### config.mk
export PLATFORM = sky130hd
export DESIGN_NAME = mul_iter_unit_flat
export DESIGN_NICKNAME = d
export VERILOG_FILES = /design/src/rtl/mul_iter_if.sv /design/src/rtl/mul_iter_unit.sv /design/src/flat_wrapper.sv
export SDC_FILE = /design/constraint.sdc
export NUM_CORES = 1
export LEC_CHECK = 0
export ABC_CLOCK_PERIOD_IN_PS = 5600
export CAP_MARGIN = 20
export CORE_MARGIN = 2
export CORE_UTILIZATION = 55
export DETAILED_ROUTE_END_ITERATION = 16
export GPL_TIMING_DRIVEN = 0
export PLACE_DENSITY_LB_ADDON = 0.2
export SETUP_SLACK_MARGIN = 0.5
export SKIP_LAST_GASP = 1
export SYNTH_ARGS = -nofsm -noshare
export SYNTH_HDL_FRONTEND = slang
export SYNTH_SLANG_ARGS = --single-unit
export TNS_END_PERCENT = 10
### constraint.sdc
create_clock -name clk_i -period 5.6 [get_ports clk_i]
set_clock_uncertainty 0.15 [all_clocks]
set_input_delay 0.84 -clock clk_i [delete_from_list [all_inputs] [get_ports clk_i]]
set_output_delay 0.84 -clock clk_i [all_outputs]
set_load 0.05 [all_outputs]
### src/rtl/mul_iter_if.sv
// Handshake and operand/result bundle between the EX stage and the iterative multiplier.
interface mul_iter_if #(
  parameter int unsigned DATA_LEN = 32
);
  logic                start_i;
  logic                flush_i;
  logic [DATA_LEN-1:0] data1_i;
  logic [DATA_LEN-1:0] data2_i;
  logic                busy_o;
  logic                valid_o;
  logic [DATA_LEN-1:0] data_o;
  logic                Zero_o;

  modport master (
    output start_i, flush_i, data1_i, data2_i,
    input  busy_o, valid_o, data_o, Zero_o
  );

  modport slave (
    input  start_i, flush_i, data1_i, data2_i,
    output busy_o, valid_o, data_o, Zero_o
  );
endinterface

### src/rtl/mul_iter_unit.sv
// Shift-add multiplier: one multiplier bit per cycle, returns low DATA_LEN bits of the product.
module mul_iter_unit #(
  parameter int unsigned DATA_LEN = 32
) (
  input  logic      clk_i,
  input  logic      rst_i,
  mul_iter_if.slave bus
);
  localparam int unsigned CntW = $clog2(DATA_LEN + 1);

  typedef enum logic [1:0] {StIdle, StRun, StDone} state_e;

  state_e              state_q, state_d;
  logic [DATA_LEN-1:0] mcand_q, mcand_d;
  logic [DATA_LEN-1:0] mplier_q, mplier_d;
  logic [DATA_LEN-1:0] acc_q, acc_d;
  logic [DATA_LEN-1:0] data_q, data_d;
  logic [CntW-1:0]     cnt_q, cnt_d;
  logic                zero_q, zero_d;
  logic [DATA_LEN-1:0] acc_sum;
  logic                accept;
  logic                last_step;

  // Flush wins over start; DONE accepts a new start for back-to-back issue.
  assign accept    = bus.start_i && !bus.flush_i && (state_q == StIdle || state_q == StDone);
  assign last_step = (cnt_q == CntW'(1));
  assign acc_sum   = acc_q + (mplier_q[0] ? mcand_q : '0);

  always_ff @(posedge clk_i or posedge rst_i) begin
    if (rst_i) begin
      state_q  <= StIdle;
      mcand_q  <= '0;
      mplier_q <= '0;
      acc_q    <= '0;
      cnt_q    <= '0;
      data_q   <= '0;
      zero_q   <= 1'b1;
    end else begin
      state_q  <= state_d;
      mcand_q  <= mcand_d;
      mplier_q <= mplier_d;
      acc_q    <= acc_d;
      cnt_q    <= cnt_d;
      data_q   <= data_d;
      zero_q   <= zero_d;
    end
  end

  always_comb begin
    state_d = state_q;
    unique case (state_q)
      StIdle: if (accept) state_d = StRun;
      StRun: begin
        if (bus.flush_i) begin
          state_d = StIdle;
        end else if (last_step) begin
          state_d = StDone;
        end
      end
      StDone:  state_d = accept ? StRun : StIdle;
      default: state_d = StIdle;
    endcase
  end

  always_comb begin
    mcand_d  = mcand_q;
    mplier_d = mplier_q;
    acc_d    = acc_q;
    cnt_d    = cnt_q;
    data_d   = data_q;
    zero_d   = zero_q;
    if (accept) begin
      mcand_d  = bus.data1_i;
      mplier_d = bus.data2_i;
      acc_d    = '0;
      cnt_d    = CntW'(DATA_LEN);
    end else if (state_q == StRun && !bus.flush_i) begin
      acc_d    = acc_sum;
      mcand_d  = mcand_q << 1;
      mplier_d = mplier_q >> 1;
      cnt_d    = cnt_q - CntW'(1);
      // Result is committed only on the edge that enters DONE.
      if (last_step) begin
        data_d = acc_sum;
        zero_d = (acc_sum == '0);
      end
    end
  end

  always_comb begin
    bus.busy_o  = (state_q == StRun);
    bus.valid_o = (state_q == StDone);
    bus.data_o  = data_q;
    bus.Zero_o  = zero_q;
  end
endmodule
### src/flat_wrapper.sv
// flat-port wrapper written by rule: the top's interface ports become plain ports
module mul_iter_unit_flat 
#(
  parameter int unsigned DATA_LEN = 32
)
  (clk_i, rst_i, bus_start_i, bus_flush_i, bus_data1_i, bus_data2_i, bus_busy_o, bus_valid_o, bus_data_o, bus_Zero_o);
  mul_iter_if #(.DATA_LEN(DATA_LEN)) bus_i ();
  input  logic clk_i;
  input  logic rst_i;
  input wire logic [$bits(bus_i.start_i)-1:0] bus_start_i;
  input wire logic [$bits(bus_i.flush_i)-1:0] bus_flush_i;
  input wire logic [$bits(bus_i.data1_i)-1:0] bus_data1_i;
  input wire logic [$bits(bus_i.data2_i)-1:0] bus_data2_i;
  output wire logic [$bits(bus_i.busy_o)-1:0] bus_busy_o;
  output wire logic [$bits(bus_i.valid_o)-1:0] bus_valid_o;
  output wire logic [$bits(bus_i.data_o)-1:0] bus_data_o;
  output wire logic [$bits(bus_i.Zero_o)-1:0] bus_Zero_o;
  assign bus_i.start_i = bus_start_i;
  assign bus_i.flush_i = bus_flush_i;
  assign bus_i.data1_i = bus_data1_i;
  assign bus_i.data2_i = bus_data2_i;
  assign bus_busy_o = bus_i.busy_o;
  assign bus_valid_o = bus_i.valid_o;
  assign bus_data_o = bus_i.data_o;
  assign bus_Zero_o = bus_i.Zero_o;
  mul_iter_unit #(.DATA_LEN(DATA_LEN)) u_core (.clk_i(clk_i), .rst_i(rst_i), .bus(bus_i));
endmodule
==> impl_metrics.tcl <==
set metrics [dict create \
    run_status "completed" \
    post-route-min-period_ps 4382 \
    layout_common_cells "219 x nand2_1, 136 x dfrtp_1, 102 x clkdlybuf4s50_1" \
    r2r_cells 14 \
    yosys_warnings 0 \
    viasPerCell 5.735 \
    wl_met1_um 8631 \
    syn_inst 811 \
    drv_cap 0 \
    placeableCoreArea_um2 13190 \
    hold_end "u_core.bus.data_o[1]" \
    cts_sinks 137 \
    crit_family "simple AND/OR/NAND/NOR gates" \
    relSlewSlack_pct 50.53 \
    hold_viol 0 \
    worstPathRequired_ps 5790 \
    synthArstFlopShare_pct 100.0 \
    critPathBufInv 1 \
    gp_congestion 0.9499 \
    first_pass_iters 5 \
    ant_nets 0 \
    num_rows 42 \
    min-delay-start "u_core.bus.data_o[1]" \
    hold_depth 2 \
    multi_input_area_um2 3766 \
    crit_chain "clkbuf_1 > and2_1 > ha_1 > fa_1 > nand3_1 > a21oi_2 > o21a_1 > o31a_1 > or3_1 > a211o_1 > or4_1 > nor4_1 > nand4_1 > o31ai_2" \
    ir_drop_uv 210.8 \
    cts_tree "built" \
    met2WireLength_um 9003 \
    diodes 0 \
    timing.rr.start "u_core.mplier_q[0]" \
    max_stage_delay_ps 490 \
    rsz0062_at_grt "false" \
    synth_cell_type_count 61 \
    grt_pass1_vias 6575 \
    worst_pin_slew_ps 742.1 \
    clock-root-buffer "clkbuf_16" \
    wl_per_cell_um 17.10 \
    powerDensity_nw_per_um2 449.2 \
    synth-edff-count 0 \
    wl_met3_um 1312 \
    rr_endpoint "u_core.bus.Zero_o" \
    clockPowerShare_pct 28.4 \
    seq_area_um2 3430 \
    intPower_mw 2.607 \
    final-setup-viol-count 0 \
    route.vias.total 6429 \
    drtIter0Drc 470 \
    cts_resized 0 \
    worstPathMaxFanout 10 \
    grt.total_usage_pct 28.74 \
    p_sw_mw 1.581 \
    die_w_um 120.2 \
    post_cts_buffers 0 \
    arrival_ps 4570 \
    seqPwrFrac_pct 35.4 \
    cts_buffers 17 \
    syn_nets 913 \
    grt_pass1_wl_um 32710 \
    comb_power_share_pct 36.2 \
    reg2reg_slack_ps 1220 \
    place_area_um2 8696 \
    cp-start-kind "flip-flop" \
    remaining_drc_errors 0 \
    io_pins 103 \
    cpMaxStageDelayCell "or4_1" \
    cp-end-kind "flip-flop" \
    wl_um 19170 \
    start_util_pct 56.27 \
    clkTransAtPathRegs_ps 60 \
    htree_num_levels 4 \
    fillers 1014 \
    highest_layer "met4" \
    syn_to_final_growth_pct 25.62 \
    ys_ff_latch 137 \
    place_hpwl_um 14200 \
    syn_area_um2 7422 \
    final_common_cell "nand2_1" \
    dieArea_um2 14440 \
    hp-class "reg2reg" \
    grt_overflow 0 \
    io_buffers 102 \
    synth_flop_cell "dfrtp_1" \
    die_h_um 120.2 \
    fmax_mhz 228.2 \
    cts_hold_buf 0 \
    nets 1035 \
    antenna_found_initial 0 \
    insertion_delay_ps 430 \
    switching_share_pct 37.75 \
    clk_path_buf_depth 2 \
    ys_seq_area_share_pct 46.21 \
    slew_viol_final 0 \
    criticalPathCategory "reg2reg" \
    drive_gt1_share_pct 5.926 \
    final_core_util_pct 70.69 \
    fin_crit_sh_pct 78.24 \
    fin_area_um2 9324 \
    grt_start_max_net_pins 83 \
    avgSynthCellArea_um2 9.152 \
    p_leak_nw 4.329 \
]
-- through the flow --
step	hold slack (ps)	instances	power [mW]	setup slack, ps	TNS [ps]
detailed placement	313.9	1090	2.973	1216	0
global route	346.0	1121	4.447	1026	0
CTS	327.7	1121	4.182	1225	0
global placement	306.8	1089	2.935	-963.5	-129700
finish	320.6	1121	4.188	1218	0
floorplan	296.3	811	2.503	943.8	0
-- state kept, by name, indices dropped and copies added (netlist names) --
signal and flops:
u_core.mcand_q 32, u_core.state_q 2, u_core.acc_q 32, u_core.mplier_q 32, u_core.bus.data_o 32, u_core.bus.Zero_o 1, u_core.cnt_q 6
-- cells by family (layout without fill, tap and decap cells) --
group                      Yosys count  in the layout  synth area share, %
AOI/OAI and AO/OA                  214            214                19.86
adders and majority gates           34             34                5.833
and+or+nand+nor                    326            326                19.64
buffers and inverters               57            191                3.051
xor gates and xnor gates            30             30                3.540
muxes                               13             13                1.871
DFF                                137            137                46.21
-- area by class of cell --
type | instances | share of cell area (%)
multi-input cells | 617 | 40.39
flip-flops and latches | 137 | 36.78
repair buffers | 103 | 11.25
clock buffers | 20 | 4.898
well taps | 176 | 2.362
plain buffers | 45 | 1.946
clock inverters | 11 | 1.838
inverters | 12 | 0.5368
-- worst max-delay path by stage --
stage	from	endpoint	slack, ps	cells after the start
finish	u_core.mplier_q[0]	u_core.bus.Zero_o	1220	14
global route	u_core.mplier_q[0]	u_core.bus.Zero_o	1030	14
CTS	u_core.mplier_q[0]	u_core.bus.Zero_o	1230	14
detailed placement	bus_flush_i	u_core.bus.Zero_o	1220	11
global placement	rst_i	u_core.bus.data_o[31]	-960	2
floorplan	rst_i	u_core.acc_q[0]	940	1
-- worst min-delay path, stage by stage, from the launching register on --
cell and delay, ps:
dfrtp_1 340, nand2_1 50, nand2_1 50
-- routing by layer --
metal	up-vias	GRT usage (%)
met5	-	0
met4	0	8.603
met3	22	7.224
met2	193	45.81
met1	3095	38.92
li1	3119	-
-- power groups by stage --
stage | sequential [mW] | clock (mW) | combinational (mW)
floorplan | 1.59 | 0 | 0.911
finish | 1.48 | 1.19 | 1.51
detailed placement | 1.49 | 0 | 1.49
global placement | 1.48 | 0 | 1.45
CTS | 1.48 | 1.20 | 1.50
global route | 1.52 | 1.25 | 1.67
-- Yosys cell counts, types with 7 or more instances --
cell type / count / share of area [%]
a21o_1: 7 / 0.71
and2_1: 33 / 2.8
buf_1: 7 / 0.35
clkbuf_1: 35 / 1.8
nand4_1: 10 / 0.84
nand3_1: 8 / 0.54
xnor2_1: 13 / 1.5
nand2_1: 219 / 11
o21ai_0: 52 / 3.5
inv_1: 12 / 0.61
nor2_1: 22 / 1.1
a22oi_1: 56 / 5.7
a21oi_1: 28 / 1.9
mux2_2: 7 / 1.1
xor2_1: 17 / 2.0
dfrtp_1: 136 / 46
ha_1: 33 / 5.6
a22o_1: 22 / 2.6
No activity file was read; power rests on OpenSTA's default activity.
